`config.mk`:
```
export PLATFORM = sky130hd
export DESIGN_NAME = spi_master_param
export DESIGN_NICKNAME = d
export VERILOG_FILES = /design/src/rtl/spi_master_param.sv
export SDC_FILE = /design/constraint.sdc
export NUM_CORES = 1
export LEC_CHECK = 0
export CAP_MARGIN = 40
export CORE_ASPECT_RATIO = 1.4
export CORE_MARGIN = 2
export CORE_UTILIZATION = 40
export DETAILED_ROUTE_END_ITERATION = 6
export GPL_ROUTABILITY_DRIVEN = 1
export SETUP_SLACK_MARGIN = 0.1
export SLEW_MARGIN = 20
export SYNTH_ARGS = -nofsm -noshare
export SYNTH_HDL_FRONTEND = slang
export SYNTH_SLANG_ARGS = --single-unit
export TNS_END_PERCENT = 1
```
`constraint.sdc`:
```
create_clock -name clk -period 2.1 [get_ports clk]
set_input_delay 0.42 -clock clk [delete_from_list [all_inputs] [get_ports clk]]
set_output_delay 0.42 -clock clk [all_outputs]
set_load 0.01 [all_outputs]
```
`src/rtl/spi_master_param.sv`:
```
// Full-duplex SPI master with run-time CPOL/CPHA and one-hot selects.
// SCLK, MOSI and selects are all registered outputs of clk.
module spi_master_param #(
  parameter int DATA_W  = 8,
  parameter int CLK_DIV = 2,
  parameter int NUM_SS  = 4,
  parameter int SEL_W   = 2
) (
  input  logic              clk,
  input  logic              rst,
  input  logic              start,
  input  logic              cpol,
  input  logic              cpha,
  input  logic [SEL_W-1:0]  ss_sel,
  input  logic [DATA_W-1:0] tx_data,
  input  logic              miso,
  output logic              busy,
  output logic              done,
  output logic [DATA_W-1:0] rx_data,
  output logic              sclk,
  output logic              mosi,
  output logic [NUM_SS-1:0] ss_n
);

  localparam int DIV_W = (CLK_DIV > 1) ? $clog2(CLK_DIV) : 1;
  localparam int EDG_W = $clog2(2 * DATA_W);
  localparam logic [DIV_W-1:0] DIV_MAX = DIV_W'(CLK_DIV - 1);
  localparam logic [EDG_W-1:0] EDG_MAX = EDG_W'(2 * DATA_W - 1);

  typedef enum logic [1:0] {
    IDLE,
    SETUP,
    XFER,
    HOLD
  } state_t;

  state_t            state;
  logic [DIV_W-1:0]  div;
  logic [EDG_W-1:0]  edg;
  logic [DATA_W-1:0] sh;
  logic              cpol_q;
  logic              cpha_q;
  logic [NUM_SS-1:0] sel_dec;
  logic              tick;
  logic              lead;
  logic              samp;
  logic              last;

  assign tick = (div == DIV_MAX);
  assign lead = ~edg[0];
  assign samp = lead ^ cpha_q;
  assign last = (edg == EDG_MAX);

  // Out-of-range selects decode to no active line.
  always_comb begin
    sel_dec = '1;
    for (int i = 0; i < NUM_SS; i++) begin
      if (ss_sel == SEL_W'(i)) sel_dec[i] = 1'b0;
    end
  end

  // Frame sequencer: setup, 2*DATA_W SCLK phases, hold, then back to idle.
  always_ff @(posedge clk or posedge rst) begin
    if (rst) begin
      state   <= IDLE;
      div     <= '0;
      edg     <= '0;
      sh      <= '0;
      cpol_q  <= 1'b0;
      cpha_q  <= 1'b0;
      busy    <= 1'b0;
      done    <= 1'b0;
      rx_data <= '0;
      sclk    <= 1'b0;
      mosi    <= 1'b0;
      ss_n    <= '1;
    end else begin
      done <= 1'b0;
      unique case (state)
        IDLE: begin
          cpol_q <= cpol;
          sclk   <= cpol;
          if (start) begin
            state  <= SETUP;
            busy   <= 1'b1;
            cpha_q <= cpha;
            sh     <= tx_data;
            ss_n   <= sel_dec;
            mosi   <= cpha ? 1'b0 : tx_data[DATA_W-1];
            div    <= '0;
            edg    <= '0;
          end
        end
        SETUP: begin
          if (tick) begin
            state <= XFER;
            div   <= '0;
          end else begin
            div <= div + 1'b1;
          end
        end
        XFER: begin
          if (tick) begin
            div  <= '0;
            sclk <= ~sclk;
            edg  <= edg + 1'b1;
            if (samp) begin
              sh <= {sh[DATA_W-2:0], miso};
            end else if (!last) begin
              mosi <= sh[DATA_W-1];
            end
            if (last) begin
              state <= HOLD;
              edg   <= '0;
            end
          end else begin
            div <= div + 1'b1;
          end
        end
        HOLD: begin
          if (tick) begin
            state   <= IDLE;
            div     <= '0;
            busy    <= 1'b0;
            done    <= 1'b1;
            rx_data <= sh;
            ss_n    <= '1;
            mosi    <= 1'b0;
            sclk    <= cpol_q;
          end else begin
            div <= div + 1'b1;
          end
        end
      endcase
    end
  end

endmodule

```
==> impl_metrics.ini <==
[worst_setup_path]
critPathMaxFanout = 8
crit_buf_inv = 2
cp.depth = 6
r2r_start = state[0]$_DFFE_PP0P_
critPathArrivalTime_ns = 2.04
crit_slowest_cell = dfrtp_1
r2r_cells = 6
cp_top_family = flip-flops
critical_path_class = reg -> reg
max_stage_delay_ns = 0.40
r2r_slack_ns = 0.23
start_kind = flop
setup.worst_path.end_class = flop
crit_chain = inv_1 > ha_1 > nor2_1 > a211oi_4 > buf_12 > mux2_2
r2r-end = sh[2]$_DFFE_PP0P_
worstPathRequired_ns = 2.27

[logic_synthesis]
syn_inst = 134
synth_fp_nets = 156
yosys_warnings = 0
ys_seq_area_frac = 0.5167
synth_area_um2 = 1608
async_flop_share = 1.000
ys_seq_elements = 33
synth_top_flop_cell = dfrtp_1
synth.area.top_cells = dfrtp_1, mux2_2, dfstp_2
synth_most_common_cell = dfrtp_1
synth_edf_count = 0
synth_largest_area_cell = dfrtp_1
ys_top_cells_by_count = dfrtp_1, mux2_2, nand2_1, inv_1, nor2_1
syn-mean-instance-area_um2 = 12.00
synth_top_area_share = 0.4514
synth_cell_types = 29

[routing]
ant_nets = 0
wl_mm = 3.211
num_vias = 1151
dr.pass1.iters = 4
vias_per_cell = 5.232
drc = 0
first_iter_violations = 28
wl_per_cell_um = 14.60

[status]
status = complete, no violations

[floorplanning]
core_um2 = 3885
die_area_um2 = 4550
io_pins = 32
rows = 27
start_util = 0.4138
die_h_um = 79.02
die_w_um = 57.58

[placement]
detailed_place_hpwl_mm = 2.441
placed_cells = 213
routabilityCongestion = 0.7873
portBuffers = 31

[layout]
diodes = 0
instances_no_fill = 220
drive_gt1_frac = 0.2825
syn2layout_area_growth_pct = 32.69
fin_nets = 199

[timing]
layout_min_cycle_time_ns = 1.873
hold_viol_final = 0
fmax_mhz = 534.0
tightest_slew_ns = 0.5142
rsz0062_at_grt = yes
tns_ns = 0
setup_viol = 0
finalMaxSlewViolations = 0
min_period_over_period = 0.8917
relSlewSlack = 0.6568
fin_skew_ns = 0.005320

[grt]
grt_remaining_overflow = 0
grt_max_degree = 23
antenna_found_initial = 0
grt_use_total = 0.1586
grt_pass1_vias = 1224
grt_pass1_wl_mm = 5.444

[clock_network]
ctsHtreeMaxLevel = 2
clk_latency_ns = 0.28
cts_tree = done
cts-root-buf = clkbuf_8
cts_buffers = 5
cts_hold_buf = 0
post_cts_buffers = 0
cts_sinks = 33
clockBufferDepth = 2
clkTransAtPathRegs_ns = 0.06

[pwr]
p_leak_nw = 0.9195
power.density_nw_per_um2 = 1617
vdd.ir_drop.worst_mv = 0.8110
power_mw = 3.450

[flow_run]
drv_cap = 0

[hold_path]
hold_class = in -> async
-- area by class of cell --
class,instances,area [µm²]
flip-flops and latches,33,830.8
multi-input cells,89,733.2
fillers,364,1752
repair buffers,39,395.4
inverters,9,33.78
well taps,43,53.80
clock buffers,7,86.33
-- kinds of logic (layout without fill, tap and decap cells) --
logic type,count (synthesis),in the layout,share of synthesized area
adder cells (fa/ha/maj),6,6,0.04669
AND/OR/NAND/NOR,31,31,0.08794
AO/OA/AOI/OAI,22,22,0.1121
multiplexers,29,29,0.2016
buffers and inverters,12,55,0.02957
flip-flops,33,33,0.5167
XOR/XNOR,1,1,0.005448
-- through the flow --
step / hold slack [ns] / utilization / area (µm²) / setup slack, ns
after floorplan: 0.4588 / - / 1608 / 0.2952
after global placement: 0.4818 / 0.5259 / 2043 / 0.05661
after detailed placement: 0.4925 / 0.5259 / 2043 / 0.04894
after CTS: 0.4870 / 0.5481 / 2130 / 0.1756
after global routing: 0.5141 / 0.5491 / 2133 / 0.08524
final: 0.4709 / 0.5491 / 2133 / 0.2275
-- worst register-to-register path, cell delays in order (launching register included) --
cell      delay (ns)
dfrtp_1         0.40
inv_1           0.13
ha_1            0.35
nor2_1          0.13
a211oi_4        0.26
buf_12          0.16
mux2_2          0.33
-- flip-flops by register name (all words and copies together) (netlist names) --
| name | count |
|---|---|
| ss_n | 4 |
| mosi | 1 |
| cpha_q | 1 |
| rx_data | 8 |
| cpol_q | 1 |
| sclk | 1 |
| done | 1 |
| sh | 8 |
| busy | 1 |
| edg | 4 |
| div | 1 |
| state | 2 |
-- worst max-delay path by stage --
stage | start | endpoint | slack [ns]
6_report | state[0]$_DFFE_PP0P_ | sh[2]$_DFFE_PP0P_ | 0.23
2_1_floorplan | state[0]$_DFFE_PP0P_ | state[1]$_DFFE_PP0P_ | 0.30
3_3_place_gp | start | state[1]$_DFFE_PP0P_ | 0.06
5_1_grt | state[0]$_DFFE_PP0P_ | sh[2]$_DFFE_PP0P_ | 0.09
3_5_place_dp | start | state[1]$_DFFE_PP0P_ | 0.05
4_1_cts | state[0]$_DFFE_PP0P_ | state[1]$_DFFE_PP0P_ | 0.18
-- cells in the final DEF, fill, tap and decap left out, types with 5 or more instances in the layout --
cell type / n
clkbuf_8: 6
mux2_2: 27
buf_4: 6
nand2_1: 11
dfrtp_1: 29
nor2_1: 8
o21ai_0: 7
clkdlybuf4s50_1: 31
inv_1: 9
ha_1: 5
-- report_power, final --
part | leakage [nW] | internal [mW] | switching, mW
clock network | 0.0443 | 0.260 | 0.207
logic | 0.482 | 1.05 | 0.773
registers | 0.393 | 0.969 | 0.194
-- routing by layer --
layer  part of all wire  routed length (µm)  track usage  up-vias
li1                   -                   -            -      556
met1               0.40                1269       0.1644      560
met2               0.54                1740       0.2920       30
met3              0.045                 145      0.04560        5
met4              0.017                  56      0.06279        0
met5                  0                   0            0        -
-- repair_timing --
action | CTS | global route
endpoints found under the hold margin | 0 | 0
resized for setup | 0 | 2
setup endpoints to repair | 0 | 12
Power figures use the tool's default switching activity.
